<file path="src/rtl/instruction_fetch_unit_pkg.sv">
// rtl/instruction_fetch_unit_pkg.sv - shared widths, field positions and fetch states
package instruction_fetch_unit_pkg;

  localparam int IFU_ADDR_WIDTH  = 16;
  localparam int IFU_INSTR_WIDTH = 28;

  localparam int OPCODE_WIDTH = 4;
  localparam int REG_WIDTH    = 8;
  localparam int IMM_WIDTH    = 16;

  localparam int OP_LSB   = 24;
  localparam int DEST_LSB = 16;
  localparam int SRCA_LSB = 8;
  localparam int SRCB_LSB = 0;
  localparam int IMM_LSB  = 0;

  typedef enum logic [1:0] {
    ST_FILL  = 2'd0,
    ST_FULL  = 2'd1,
    ST_FLUSH = 2'd2
  } fetch_state_e;

endpackage

</file>
<file path="src/rtl/instruction_fetch_unit_fetch_fifo.sv">
// rtl/instruction_fetch_unit_fetch_fifo.sv - synchronous prefetch fifo with flush
module instruction_fetch_unit_fetch_fifo #(
  parameter int WIDTH = 44,
  parameter int DEPTH = 2,
  localparam int PW = $clog2(DEPTH),
  localparam int CW = $clog2(DEPTH) + 1
) (
  input  logic             clk,
  input  logic             rst,
  input  logic             push,
  input  logic             pop,
  input  logic             flush,
  input  logic [WIDTH-1:0] wr_data,
  output logic [WIDTH-1:0] head_data,
  output logic [CW-1:0]    count
);

  logic [WIDTH-1:0] mem [DEPTH];
  logic [PW-1:0]    wr_ptr;
  logic [PW-1:0]    rd_ptr;
  logic             do_push;
  logic             do_pop;

  assign do_push = push && (count != CW'(DEPTH));
  assign do_pop  = pop && (count != '0);

  // Flush drops any push/pop of the same cycle so a redirect starts from a clean buffer.
  always_ff @(posedge clk) begin
    if (rst) begin
      wr_ptr <= '0;
      rd_ptr <= '0;
      count  <= '0;
      for (int i = 0; i < DEPTH; i++) begin
        mem[i] <= '0;
      end
    end else if (flush) begin
      wr_ptr <= '0;
      rd_ptr <= '0;
      count  <= '0;
    end else begin
      if (do_push) begin
        mem[wr_ptr] <= wr_data;
        wr_ptr      <= wr_ptr + PW'(1);
      end
      if (do_pop) begin
        rd_ptr <= rd_ptr + PW'(1);
      end
      case ({do_push, do_pop})
        2'b10:   count <= count + CW'(1);
        2'b01:   count <= count - CW'(1);
        default: count <= count;
      endcase
    end
  end

  assign head_data = mem[rd_ptr];

endmodule

</file>
<file path="src/rtl/instruction_fetch_unit.sv">
// rtl/instruction_fetch_unit.sv - program counter, prefetch control and field decode
module instruction_fetch_unit
  import instruction_fetch_unit_pkg::*;
#(
  parameter int                    ADDR_WIDTH  = IFU_ADDR_WIDTH,
  parameter int                    INSTR_WIDTH = IFU_INSTR_WIDTH,
  parameter int                    FIFO_DEPTH  = 2,
  parameter logic [ADDR_WIDTH-1:0] RESET_PC    = '0
) (
  input  logic                    Clock,
  input  logic                    Reset,
  output logic [ADDR_WIDTH-1:0]   oAddress,
  input  logic [INSTR_WIDTH-1:0]  iInstruction,
  input  logic                    iBranchTaken,
  input  logic [ADDR_WIDTH-1:0]   iBranchTarget,
  input  logic                    iReady,
  output logic                    oValid,
  output logic [OPCODE_WIDTH-1:0] oOperation,
  output logic [REG_WIDTH-1:0]    oDestination,
  output logic [REG_WIDTH-1:0]    oSourceA,
  output logic [REG_WIDTH-1:0]    oSourceB,
  output logic [IMM_WIDTH-1:0]    oImmediate,
  output logic [ADDR_WIDTH-1:0]   oInstrPC
);

  localparam int CW = $clog2(FIFO_DEPTH) + 1;
  localparam int EW = INSTR_WIDTH + ADDR_WIDTH;

  logic [ADDR_WIDTH-1:0]  pc_q;
  logic [CW-1:0]          count;
  logic [CW-1:0]          count_d;
  logic [EW-1:0]          head_data;
  logic [INSTR_WIDTH-1:0] head_instr;
  logic                   fetch;
  logic                   pop;
  fetch_state_e           state_q;
  fetch_state_e           state_d;

  assign fetch = (state_q != ST_FULL) && !iBranchTaken;
  assign pop   = oValid && iReady && !iBranchTaken;

  always_ff @(posedge Clock) begin
    if (Reset) begin
      pc_q <= RESET_PC;
    end else if (iBranchTaken) begin
      pc_q <= iBranchTarget;
    end else if (fetch) begin
      pc_q <= pc_q + ADDR_WIDTH'(1);
    end
  end

  always_ff @(posedge Clock) begin
    if (Reset) begin
      state_q <= ST_FILL;
    end else begin
      state_q <= state_d;
    end
  end

  // State mirrors the fifo occupancy so FULL is known from a register, not from count logic.
  always_comb begin
    count_d = count;
    state_d = ST_FILL;
    case ({fetch, pop})
      2'b10:   count_d = count + CW'(1);
      2'b01:   count_d = count - CW'(1);
      default: count_d = count;
    endcase
    if (iBranchTaken) begin
      state_d = ST_FLUSH;
    end else if (count_d == CW'(FIFO_DEPTH)) begin
      state_d = ST_FULL;
    end
  end

  instruction_fetch_unit_fetch_fifo #(
    .WIDTH (EW),
    .DEPTH (FIFO_DEPTH)
  ) u_fetch_fifo (
    .clk       (Clock),
    .rst       (Reset),
    .push      (fetch),
    .pop       (pop),
    .flush     (iBranchTaken),
    .wr_data   ({iInstruction, pc_q}),
    .head_data (head_data),
    .count     (count)
  );

  assign oAddress     = pc_q;
  assign oValid       = (count != '0);
  assign head_instr   = head_data[ADDR_WIDTH +: INSTR_WIDTH];
  assign oInstrPC     = head_data[ADDR_WIDTH-1:0];
  assign oOperation   = head_instr[OP_LSB +: OPCODE_WIDTH];
  assign oDestination = head_instr[DEST_LSB +: REG_WIDTH];
  assign oSourceA     = head_instr[SRCA_LSB +: REG_WIDTH];
  assign oSourceB     = head_instr[SRCB_LSB +: REG_WIDTH];
  assign oImmediate   = head_instr[IMM_LSB +: IMM_WIDTH];

endmodule

</file>
<file path="config.mk">
export PLATFORM = sky130hd
export DESIGN_NAME = instruction_fetch_unit
export DESIGN_NICKNAME = d
export VERILOG_FILES = /design/src/rtl/instruction_fetch_unit_pkg.sv /design/src/rtl/instruction_fetch_unit_fetch_fifo.sv /design/src/rtl/instruction_fetch_unit.sv
export SDC_FILE = /design/constraint.sdc
export NUM_CORES = 1
export LEC_CHECK = 0
export BUFFER_PORTS_ARGS = -buffer_cell sky130_fd_sc_hd__buf_2
export CAP_MARGIN = 30
export CORE_ASPECT_RATIO = 0.8
export CORE_MARGIN = 2
export CORE_UTILIZATION = 48
export CTS_BUF_LIST = sky130_fd_sc_hd__clkbuf_4 sky130_fd_sc_hd__clkbuf_8 sky130_fd_sc_hd__clkbuf_16
export DETAILED_ROUTE_END_ITERATION = 6
export PLACE_DENSITY = 0.73
export SLEW_MARGIN = 10
export SYNTH_ARGS = -nofsm -noshare
export SYNTH_HDL_FRONTEND = slang
export SYNTH_SLANG_ARGS = --single-unit
</file>
<file path="constraint.sdc">
create_clock -name Clock -period 3.5 [get_ports Clock]
set_input_delay 0.525 -clock Clock [delete_from_list [all_inputs] [get_ports Clock]]
set_output_delay 0.525 -clock Clock [all_outputs]
set_load 0.005 [all_outputs]
</file>
==> flow_results.org, run 1 <==
** Global route
- Met2 capacity usage during global routing :: between 20% and 30%
- Met1 global-route usage :: approximately 24%
- After global routing, the most crowded layer is met2.
- Global routing consumed, over all layers together, about 18% of the routing resources.
- Maximum number of pins on one net before global-route repair :: 45
- Total grt overflow :: 0
- The via count of the first global-routing pass is between 3,000 and 4,000.
- The initial antenna violation count is 0.
- The first global-routing pass estimated between 15,000 and 20,000 um of wire.
- Met3 track demand over resource in global routing :: 4.304%

** Synth
- In the synthesized netlist the dominant register cell turns out to be sky130_fd_sc_hd__edfxtp_1.
- Share of the yosys chip area belonging to registers :: 60.21%
- Register bit total from synthesis :: 111
- Fraction of post-synthesis cell area in the top cell type by area :: approximately 50%
- Post-Syn Nets :: 458
- The largest total area in the synthesized netlist belongs to sky130_fd_sc_hd__edfxtp_1.
- Number of synthesized flops with an enable pin :: between 80 and 90
- The commonest cells after synthesis are 88 x sky130_fd_sc_hd__and2_1, 88 x sky130_fd_sc_hd__edfxtp_1, 44 x sky130_fd_sc_hd__mux2_2, 23 x sky130_fd_sc_hd__dfxtp_1, 23 x sky130_fd_sc_hd__nor2_1.
- After synthesis the cells add up to between 0.005 and 0.006 mm^2.
- Gate count of the mapped netlist :: about 400
- Of all flip-flops after synthesis, the portion carrying an async set or reset was 0%.
- Each instance of the synthesized netlist takes up on average about 13 um^2.
- Top cells by area in the synthesized netlist :: sky130_fd_sc_hd__edfxtp_1 51%, sky130_fd_sc_hd__and2_1 11%, sky130_fd_sc_hd__mux2_2 9.6%
- The Yosys step of the flow raised 0 warnings.
- Yosys cell types :: 39

** Pwr
- Worst-case vdd ir drop :: about 0.25 mV
- Summed over all cells, the static leakage comes to approximately 0.0026 uW.
- The internal power of the cells totals approximately 2200 uW.
- Per report_power, the sequential group accounts for approximately 54% of the total.
- Share of power burned in combinational logic :: 10.8%
- For this design the total switching power over the nets is around 670 uW.
- Power spread over the standard cell area amounts to ~470 mW/mm^2.
- Of the total power, the clock network draws a little over a third.
- Total power for the finished layout comes to approximately 2900 uW.
- Of the total power, the share spent switching nets is 22.99%.

** Setup path
- Kind of critical path :: reg2reg
- At the worst endpoint, the arrival time is around 2.4 ns.
- Counting both buffers and inverters, the worst setup path holds a total of 2.
- The worst setup path is launched from a flip-flop.
- The critical path goes through inv_1, ha_1, or3_1, o21bai_4, buf_12.
- Nature of the critical path endpoint :: flip-flop
- On the critical path the largest part of the delay comes from compound AO/OA/AOI/OAI gates.
- Of all nets on the critical path, the largest fanout is 26.
- Delay of the slowest cell on the worst path :: 0.54 ns
- STA puts the critical path data required time at between 3 and 4 ns.
- The slowest stage of the critical path is the sky130_fd_sc_hd__o21bai_4 cell.

** STA
- Tightest slew margin relative to the limit :: 58.26%
- After layout, the worst path uses about 68% of the clock period.
- Final setup vio count :: 0
- The total count of hold-check failures in the final report came to 0.
- Final max-slew violation count :: 0
- Timing would allow up to about 420 MHz.
- Worst clock skew :: a little under 0.008 ns
- Unrepaired setup endpoints after global routing :: false
- After layout, the minimum clock period comes to around 2.4 ns.
- Final setup margin :: 1.132 ns
- Slew at the pin closest to its max-slew limit :: approximately 0.62 ns

** Routing
- In the routed design, unresolved DRC markers number 0.
- Count of antenna-violating nets left after detailed routing :: 0
- Using the TritonRoute via totals, the vias-per-cell ratio works out to between 5 and 6.
- Post-detailed-route wirelength per cell :: 15.48 um
- The first detailed-routing pass took 4 iterations.
- The routed design has 10,090 um of wire.
- Across all layers, the routed design uses ~3,300 vias.
- Starting DRC count in detailed routing :: between 150 and 200

** Clock tree
- No sink is reached through more buffers than the 2 on the longest clock path.
- Clock latency at the later pin of the worst-skew pair :: roughly 0.35 ns
- Post-CTS setup-driven buffer insertion count :: 0
- Clock transition at path regs :: around 0.07 ns
- Post-CTS repair changed the size of 0 cells.
- H-tree levels :: 3
- Total CTS buffers :: 9
- Number of clock sinks seen by CTS :: roughly 110
- For this design, the CTS-stage hold fixing added 0 buffers.
- Root buffer cell :: sky130_fd_sc_hd__clkbuf_16
- Clock tree from TritonCTS :: built

** Place
- The congestion estimate from routability-driven global placement came to ~0.83.
- Post-Place Worst Slack :: 1.099 ns
- Buffers on Ports :: 124
- Including well taps, the total number of placed cells is 636.
- The wire-length estimate of the detail-placed layout is ~6500 um.

** Layout
- 0 antenna diodes ended up in the layout.
- Nets :: 561
- Share of cells above drive strength 1 :: 38.28%
- Area growth, synth to finish :: 19.47%
- Non-Filler Instances :: approximately 650

** Floorplan
- The die covers between 0.01 and 0.015 mm^2.
- The die is just under 100 um tall.
- Once the floorplan was initialized, standard cells occupied between 40% and 50% of the core.
- Num rows :: 33
- The die is about 120 um wide.
- I/O Pins :: 125
- Core Area :: 0.01036 mm^2

** Status
- The run finished with clean final reports.

** Job
- Across the run, the number of max-cap violations was 0.

** Hold path
- Worst min-delay path category :: in2reg
[cells in the final DEF (no fill, tap or decap), drive strengths merged, types with 2 or more instances in the layout]
cell      instances
buf             130
and2             88
edfxtp           88
mux2             44
nor2             23
dfxtp            23
a211oi           11
xnor2            10
clkbuf           10
inv              10
nand2             9
nand4             6
ha                6
nor4              6
or3               5
nand3             5
xor2              4
a311oi            4
o21ai             3
and3              2
o21bai            2
a21oi             2
nor3b             2
nor4b             2
nor3              2
clkinvlp          2
[flip-flops by register name, indices dropped and copies added (netlist names), named ones only]
name and cells:
oAddress 16, u_fetch_fifo.count 2, state_q 2, u_fetch_fifo.mem 88
u_fetch_fifo.rd_ptr 1, u_fetch_fifo.wr_ptr 1
[cells by family after synthesis]
family          share of synthesized area (%)
compound gates                          3.812
xor+xnor                                2.379
fa+ha+maj                               1.457
buf+inv                                 4.662
flops                                   60.21
mux                                     9.808
simple gates                            17.67
[stage by stage]
step           hold slack, ns  cell area [um^2]  TNS (ns)  util (%)
2_1_floorplan          0.4702              5154    -10.29         -
3_3_place_gp           0.4812              5831         0     56.26
3_5_place_dp           0.5030              5858         0     56.53
4_1_cts                0.4247              6157         0     59.41
5_1_grt                0.4561              6157         0     59.41
6_report               0.4369              6157         0     59.41
[worst reg2reg max path, stage by stage, from the launching register on]
cell	delay, ns
sky130_fd_sc_hd__dfxtp_1	0.35
sky130_fd_sc_hd__inv_1	0.09
sky130_fd_sc_hd__ha_1	0.30
sky130_fd_sc_hd__or3_1	0.50
sky130_fd_sc_hd__o21bai_4	0.54
sky130_fd_sc_hd__buf_12	0.28
[area by class of cell]
type / count / area, um^2
clock buffers: 10 / 232.7
repair buffers: 130 / 698.2
well taps: 140 / 175.2
multi-input cells: 247 / 1851
inverters: 8 / 30.03
flip-flops and latches: 111 / 3104
clock inverters: 6 / 66.31
fillers: 834 / 4207
[power groups by stage]
| stage | Combinational (uW) | Clock, uW | Sequential (uW) |
|---|---|---|---|
| 2_1_floorplan | 193 | 0 | 1580 |
| 3_3_place_gp | 311 | 0 | 1600 |
| 3_5_place_dp | 318 | 0 | 1600 |
| 4_1_cts | 320 | 1050 | 1570 |
| 5_1_grt | 349 | 1090 | 1580 |
| 6_report | 314 | 1030 | 1570 |
[routing by layer]
| layer | vias to the layer above | wire [um] |
|---|---|---|
| li1 | 1625 | - |
| met1 | 1570 | 4733 |
| met2 | 119 | 4612 |
| met3 | 8 | 642 |
| met4 | 0 | 104 |
| met5 | - | 0 |
[path summary, 6_finish.rpt]
check	startpoint	to	slack (ns)	depth (start not counted)
min	iBranchTarget[0]	oAddress[0]	0.44	3
max reg2reg	u_fetch_fifo.count[0]	u_fetch_fifo.mem[1][42]	1.13	5
max	u_fetch_fifo.count[0]	u_fetch_fifo.mem[1][42]	1.13	5
min reg2reg	u_fetch_fifo.rd_ptr	flip-flop	0.53	2
(Power assumes the default switching activity.)
==> run 2: changes to the inputs <==
--- a/config.mk
+++ b/config.mk
@@ -9,10 +9,10 @@
 export CAP_MARGIN = 30
 export CORE_ASPECT_RATIO = 0.8
 export CORE_MARGIN = 2
-export CORE_UTILIZATION = 48
+export CORE_UTILIZATION = 54
 export CTS_BUF_LIST = sky130_fd_sc_hd__clkbuf_4 sky130_fd_sc_hd__clkbuf_8 sky130_fd_sc_hd__clkbuf_16
 export DETAILED_ROUTE_END_ITERATION = 6
-export PLACE_DENSITY = 0.73
+export PLACE_DENSITY = 0.77
 export SLEW_MARGIN = 10
 export SYNTH_ARGS = -nofsm -noshare
 export SYNTH_HDL_FRONTEND = slang
==> constraint.sdc (replaced) <==
create_clock -name Clock -period 2.5 [get_ports Clock]
set_input_delay 0.375 -clock Clock [delete_from_list [all_inputs] [get_ports Clock]]
set_output_delay 0.375 -clock Clock [all_outputs]
set_load 0.005 [all_outputs]
==> run 2 against run 1 <==
  * The flow now finishes with violations (DRC)
  * Critical path depth is the same
  * Routed wire length is 0.13% lower
  * Final area decreased by 0.39%
  * Final cell count fell by 3.4%
  * Clock power is 29% higher
  * Highest routed layer unchanged
==> flow_results.org, run 2 (synthesis results as in run 1) <==
** Clock tree
- In this run the deepest clock path goes through 2 buffers.
- Post-CTS setup-driven buffer insertion count :: 0
- Clock latency at the later pin of the worst-skew pair :: 0.33 ns
- Root buffer cell :: sky130_fd_sc_hd__clkbuf_16
- The number of clock buffers added by TritonCTS is 9.
- Clock tree from TritonCTS :: built
- After clock tree synthesis, the clock-pin slew on the worst setup and hold paths is about 0.070 ns.
- Resized cells post-CTS :: 0
- For this design, the CTS-stage hold fixing added 0 buffers.
- Number of clock sinks seen by CTS :: around 110
- The H-tree was split into 3 levels.

** Global route
- Total grt overflow :: 0
- The first global-routing pass estimated around 16,000 um of wire.
- Entering global routing, the biggest net connects 45 pins.
- Global routing used slightly above 20% of the available tracks across all layers.
- The initial antenna violation count came to 0.
- Number of global-route vias before repair :: around 3,300

** Place
- Buffers placed on the I/O ports in this run total between 100 and 150.
- Post-DP HPWL :: approximately 6800 um
- Total placed instance area :: between 0.005 and 0.006 mm^2
- Final Wtd Congestion :: approximately 0.8

** Routing
- Vias after detailed routing :: about 3,400
- Count of TritonRoute iterations in the first routing pass :: 7
- After detailed routing, the total wire length is between 10,000 and 15,000 um.
- After detailed routing, the average wire length per cell comes to approximately 16 um.
- Drt via density :: between 5 and 6
- Starting DRC count in detailed routing :: a little over 200
- Post-route DRC violation count :: 9
- The count of nets left with antenna violations once routing finished came out at 0.

** Layout
- Antenna cell count :: 0
- Leaving out fill and tap cells, the most frequent cell in the layout is sky130_fd_sc_hd__buf_2.
- The finished cells cover about 0.0061 mm^2.
- The register with the most flip-flops in the layout has 88 of them.
- From synthesis to final layout, the design area changed by 19.01%.
- Leaving out fill and tap cells, the most frequent cells in the layout are 124 x sky130_fd_sc_hd__buf_2, 88 x sky130_fd_sc_hd__and2_1, 88 x sky130_fd_sc_hd__edfxtp_1, 44 x sky130_fd_sc_hd__mux2_2, 23 x sky130_fd_sc_hd__nor2_1.
- Biggest register :: u_fetch_fifo.mem
- Share of cells above drive strength 1 :: 38.83%
- Nets :: roughly 560
- Util after Layout :: between 60% and 70%

** STA
- The final critical path takes up 84.14% of the cycle.
- FMAX :: approximately 480 MHz
- Worst clock skew :: a little over 0.006 ns
- The total count of hold-check failures in the final report came to 0.
- Final setup vio count :: 0
- Final min period :: 2.104 ns
- Tightest slew margin relative to the limit :: 54.82%
- Final max-slew violation count :: 0
- At the pin with the least slew margin, the transition time is slightly below 0.7 ns.
- Setup repair after global routing left no endpoint under its margin.
- Hold is met by 0.2962 ns.

** Pwr
- Worst-case vdd ir drop :: between 0.3 and 0.4 mV
- Share of power burned in combinational logic :: approximately 11%
- The analysis attributes to cell leakage a power of roughly 0.0026 uW.
- Net switching power :: between 900 and 1000 uW
- Switching Share :: a little under a quarter
- For this design the ratio of total power to cell area is 649.5 mW/mm^2.
- Sequential group share of total power :: a little under three fifths
- Cell internal power was estimated by the tool at 3043 uW.
- Clock power frac :: 33.5%

** Setup path
- Cell family with most CP delay :: simple AND/OR/NAND/NOR gates
- Cell chain of the critical path :: inv_1, ha_1, nor4_4, buf_4, and2_1
- The slowest stage of the critical path is the sky130_fd_sc_hd__nor4_4 cell.
- STA classifies the critical path startpoint as a flip-flop.
- In this run the number of cells on the critical path is 5.
- Delay of the slowest cell on the worst path :: roughly 0.65 ns
- Arrival time worst endpoint :: about 2.3 ns
- Nature of the critical path endpoint :: flip-flop
- The worst setup path is of the reg2reg kind.
- Buf+Inv Stages, Crit Path :: 2
- FF-to-FF path depth :: 5
- Required arrival time at the worst endpoint :: about 2.7 ns
- Along the worst path, the maximum fanout reaches 28.

** Floorplan
- The die is 91.38 um tall.
- In this run the count of I/O pins placed on the die edge is between 100 and 150.
- Width of the chip :: ~110 um
- Effective utilization at floorplan :: a little under three fifths
- Core Area :: ~0.0092 mm^2
- The die covers 0.01035 mm^2.
- In this run the core area contains 31 standard-cell rows.

** Hold path
- The worst hold path was traced through 3 stages.
- The tightest min-delay check is of the in2reg type.

** Status
- Failing checks :: DRC
- The flow ran to the end, but the final reports show violations.

** Job
- Count of max-cap constraint violations :: 0
## run 2: cell count changes in the layout (fill, tap and decap cells not counted), moves of 2 or more
cell | before | now
sky130_fd_sc_hd__clkinv_2 | 0 | 2
sky130_fd_sc_hd__inv_6 | 2 | 4
sky130_fd_sc_hd__buf_4 | 4 | 6
sky130_fd_sc_hd__clkinvlp_4 | 2 | 0
sky130_fd_sc_hd__buf_12 | 1 | 3
## run 2: cell type report
cell class	count	area [um^2]
fill	665	3020
tap	115	143.9
inverter	8	30.03
sequential	111	3104
multi-input combinational	247	1851
clock inverter	7	53.80
clock buffer	9	225.2
timing repair buffer	133	725.7
## run 2: final timing paths
check                           slack (ns)                 endpoint                   from
worst min-delay path                  0.30              oAddress[0]       iBranchTarget[0]
worst max-delay path                  0.40  u_fetch_fifo.mem[0][16]  u_fetch_fifo.count[0]
worst max register to register        0.40  u_fetch_fifo.mem[0][16]  u_fetch_fifo.count[0]
worst min register to register        0.53                flip-flop    u_fetch_fifo.rd_ptr
## run 2: worst reg2reg max path, cell delays in order, from the launching register on
cell	delay [ns]
sky130_fd_sc_hd__dfxtp_1	0.36
sky130_fd_sc_hd__inv_1	0.10
sky130_fd_sc_hd__ha_1	0.30
sky130_fd_sc_hd__nor4_4	0.65
sky130_fd_sc_hd__buf_4	0.38
sky130_fd_sc_hd__and2_1	0.18
## run 2: per-layer routing
| layer | vias to the layer above | GRT usage (%) | part of all wire, % |
|---|---|---|---|
| met3 | 10 | 4.272 | 7.6 |
| met5 | - | 0 | 0 |
| met4 | 0 | 6.809 | 1.2 |
| met2 | 130 | 32.73 | 49 |
| li1 | 1628 | - | - |
| met1 | 1599 | 27.47 | 42 |
## run 2: metrics by stage
step	instances	total power, uW	setup slack, ns	TNS (ns)
2_1_floorplan	404	2487	-0.2035	-17.91
4_1_cts	630	4025	0.3553	0
3_5_place_dp	614	2694	0.3539	0
6_report	630	3984	0.3964	0
3_3_place_gp	614	2673	0.4310	0
5_1_grt	630	4151	0.1523	0
## run 2: power by group through the flow
stage / logic (uW) / registers [uW] / clock network (uW)
after floorplan: 272 / 2220 / 0
after global placement: 445 / 2230 / 0
after detailed placement: 456 / 2240 / 0
after CTS: 459 / 2200 / 1370
after global routing: 500 / 2210 / 1440
final: 452 / 2200 / 1330
==> run 3: changes to the inputs <==
==> constraint.sdc (replaced) <==
create_clock -name Clock -period 2.1 [get_ports Clock]
set_input_delay 0.315 -clock Clock [delete_from_list [all_inputs] [get_ports Clock]]
set_output_delay 0.315 -clock Clock [all_outputs]
set_load 0.005 [all_outputs]
==> run 3 against run 2 <==
  * The flow still finishes with violations (DRC)
  * Maximum frequency rose by 5.8%
  * Global-route usage rose by 1.3 points
  * Hold slack got worse by 0.079 ns
  * Largest cell class unchanged
==> flow_results.org, run 3 (synthesis results as in run 1) <==
** Status
- Result of the run :: finished with violations
- The final reports fail on DRC.

** Routing
- Count of TritonRoute iterations in the first routing pass :: 6
- Post-detailed-route wirelength per cell :: between 15 and 20 um
- Summing over every cut layer, the via total after detailed routing is between 3,000 and 4,000.
- Drt via density :: 5.415
- The detail route stage leaves a number of antenna-violating nets equal to 0.
- In this run, the number of DRC markers left after iteration 0 of detailed routing was 143.
- Final Routed Wirelength :: 10,720 um
- In the routed design, unresolved DRC markers number 13.

** Setup path
- In this run the critical register-to-register path is launched from oAddress[5].
- Delay of the slowest cell on the worst path :: between 0.5 and 0.6 ns
- For the worst flop-to-flop path, the logic depth is 4.
- Required arrival time at the worst endpoint :: between 2 and 2.5 ns
- Type of origin of the critical path :: flip-flop
- Buf+Inv Stages, Crit Path :: 0
- Among cell families on the critical path, the largest total delay comes from simple AND/OR/NAND/NOR gates.
- Crit. Startpoint :: oAddress[5]
- Among all stages on the critical path, the largest delay is contributed by sky130_fd_sc_hd__dfxtp_1.
- Along the worst path, the maximum fanout reaches 7.
- STA classifies the critical path endpoint as a flip-flop.
- The endpoint identified for the worst register-to-register timing path is oAddress[14].
- In this run the number of cells on the critical path is 4.
- The critical path ends at oAddress[14].
- For the worst setup path, the data arrival time is ~2.2 ns.
- Cell chain of the critical path :: nand4_1, or3_1, or4_1, a311oi_1
- The critical path is of the reg2reg type.
- Setup slack of the most critical reg-to-reg path :: approximately 0.11 ns

** Floorplan
- The die is ~110 um wide.
- From bottom edge to top edge, the die measures 91.38 um.
- The floorplan step defined a die boundary enclosing slightly above 0.01 mm^2.
- I/O Pins :: 125
- The total area inside the core boundary comes to 0.009154 mm^2.
- Effective utilization at floorplan :: 56.30%
- The floorplan has 31 rows.

** Clock tree
- At the later pin of the worst-skew pair, clock insertion delay measures between 0.3 and 0.4 ns.
- In this run, post-CTS repair resized a total of 0 instances.
- Counting along the longest clock path gives a buffer depth of 2.
- Clock tree synthesis selected as its root buffer the cell sky130_fd_sc_hd__clkbuf_16.
- Post-CTS setup-driven buffer insertion count :: 0
- Cts hold-fix bufs :: 0
- Clock tree from TritonCTS :: built
- H-tree levels :: 3
- After clock tree synthesis, the clock-pin slew on the worst setup and hold paths is roughly 0.070 ns.
- The tree built by TritonCTS fans out to 111 sinks.
- The number of clock buffers added by TritonCTS is 9.

** Layout
- The layout has 660 filler cells.
- The post-route netlist has 40.83% of its cells at a drive strength greater than 1.
- Most common cell after layout, fill and taps aside :: sky130_fd_sc_hd__buf_2
- Once layout is complete, the utilization of the core stands at between 60% and 70%.
- Leading cell types in the layout, fill and taps excluded :: 124 x sky130_fd_sc_hd__buf_2, 88 x sky130_fd_sc_hd__and2_1, 88 x sky130_fd_sc_hd__edfxtp_1, 44 x sky130_fd_sc_hd__mux2_2, 23 x sky130_fd_sc_hd__nor2_1
- Register area :: a little over 0.003 mm^2
- Summing all multi-input logic gate instances after layout gives approximately 0.0019 mm^2.
- Antenna cell count :: 0
- The final layout contains roughly 580 nets.
- Biggest register :: u_fetch_fifo.mem
- Flip-flop count of the largest register after layout :: 88
- From synthesis to final layout, the design area changed by 21.27%.

** STA
- Final max-slew violation count :: 0
- Final Cycle Share :: roughly 95%
- For the pin with the worst max-slew slack, the measured transition is approximately 0.7 ns.
- Aggregate negative setup slack :: 0 ns
- Setup repair after global routing left no endpoint under its margin.
- Hold slack final :: about 0.22 ns
- Final hold violation count :: 0
- The worst pin sits at a relative slew slack of a little over half.
- FMAX :: approximately 500 MHz
- Clock skew on the completed layout was measured at between 0.008 and 0.009 ns.
- Final setup vio count :: 0
- Final min period :: a little under 2 ns

** Hold path
- In this run the worst hold path is classified as in2reg.

** Global route
- After global routing, the most crowded layer is met2.
- Global routing consumed, on the met3 layer, under 10% of the routing resources.
- Total grt overflow :: 0
- The via count of the first global-routing pass was about 3,400.
- Met2 capacity usage during global routing :: 34.43%
- GRT Overall Usage :: between 20 and 25%
- Initial antenna violation count :: 0
- For this run, global-route usage on met1 was measured as between 20% and 30%.
- First-pass GRT wire length :: ~17,000 um
- Maximum number of pins on one net before global-route repair :: 33

** Place
- The wire-length estimate of the detail-placed layout is around 7400 um.
- Buffers on Ports :: approximately 120
- At the end of routability-driven placement, the weighted congestion stood at about 0.86.

** Pwr
- Power spread over the standard cell area amounts to around 770 mW/mm^2.
- Worst-case vdd ir drop :: roughly 0.46 mV
- Leakage power of the design :: 0.002633 uW
- The completed layout was analyzed and its total power is approximately 4800 uW.

** Job
- Count of max-cap constraint violations :: 0
run 3: changes by cell type in the layout (fill, tap and decap cells not counted), sizes merged:
cell / before / now
buf: 133 / 147
clkbuf: 9 / 10
clkinv: 3 / 2
clkinvlp: 0 / 1
inv: 12 / 11
run 3: tightest hold or removal path, stage by stage:
cell,delay (ns)
sky130_fd_sc_hd__buf_2,0.09
sky130_fd_sc_hd__nand2_1,0.05
sky130_fd_sc_hd__a21oi_1,0.05
run 3: report_power, final:
group	internal, uW	total [uW]	switching (uW)
Clock	836	1610	779
Sequential	2530	2600	67.8
Combinational	289	583	293
Total	3660	4800	1140
run 3: metrics by stage:
stage                     cell area, um^2  std cells  setup slack [ns]
after floorplan                      5194        404          -0.08165
after global placement               5967        628            0.1901
after detailed placement             5967        628            0.1138
after CTS                            6250        644            0.1307
after global routing                 6250        644          0.005592
final                                6250        644            0.1109
run 3: how the worst min path moves through the flow:
| stage | from | end | slack (ns) | cells past startpoint |
|---|---|---|---|---|
| 2_1_floorplan | iBranchTaken | oAddress[0] | 0.45 | 2 |
| 3_3_place_gp | u_fetch_fifo.rd_ptr | flip-flop | 0.49 | 2 |
| 3_5_place_dp | u_fetch_fifo.rd_ptr | flip-flop | 0.50 | 2 |
| 4_1_cts | iBranchTarget[0] | oAddress[0] | 0.21 | 3 |
| 5_1_grt | iBranchTarget[0] | oAddress[0] | 0.22 | 3 |
| 6_report | iBranchTarget[0] | oAddress[0] | 0.22 | 3 |
run 3: cell type report:
class / count / share of cell area, %
inverters: 8 / 0.4805
multi-input cells: 247 / 29.73
flip-flops and latches: 111 / 49.67
well taps: 115 / 2.302
clock inverters: 6 / 0.8008
repair buffers: 147 / 13.29
clock buffers: 10 / 3.724
run 3: layer usage:
layer | up-vias | routed length, um
met5 | - | 0
met4 | 0 | 117
met3 | 11 | 803
met2 | 142 | 4959
met1 | 1670 | 4839
li1 | 1664 | -
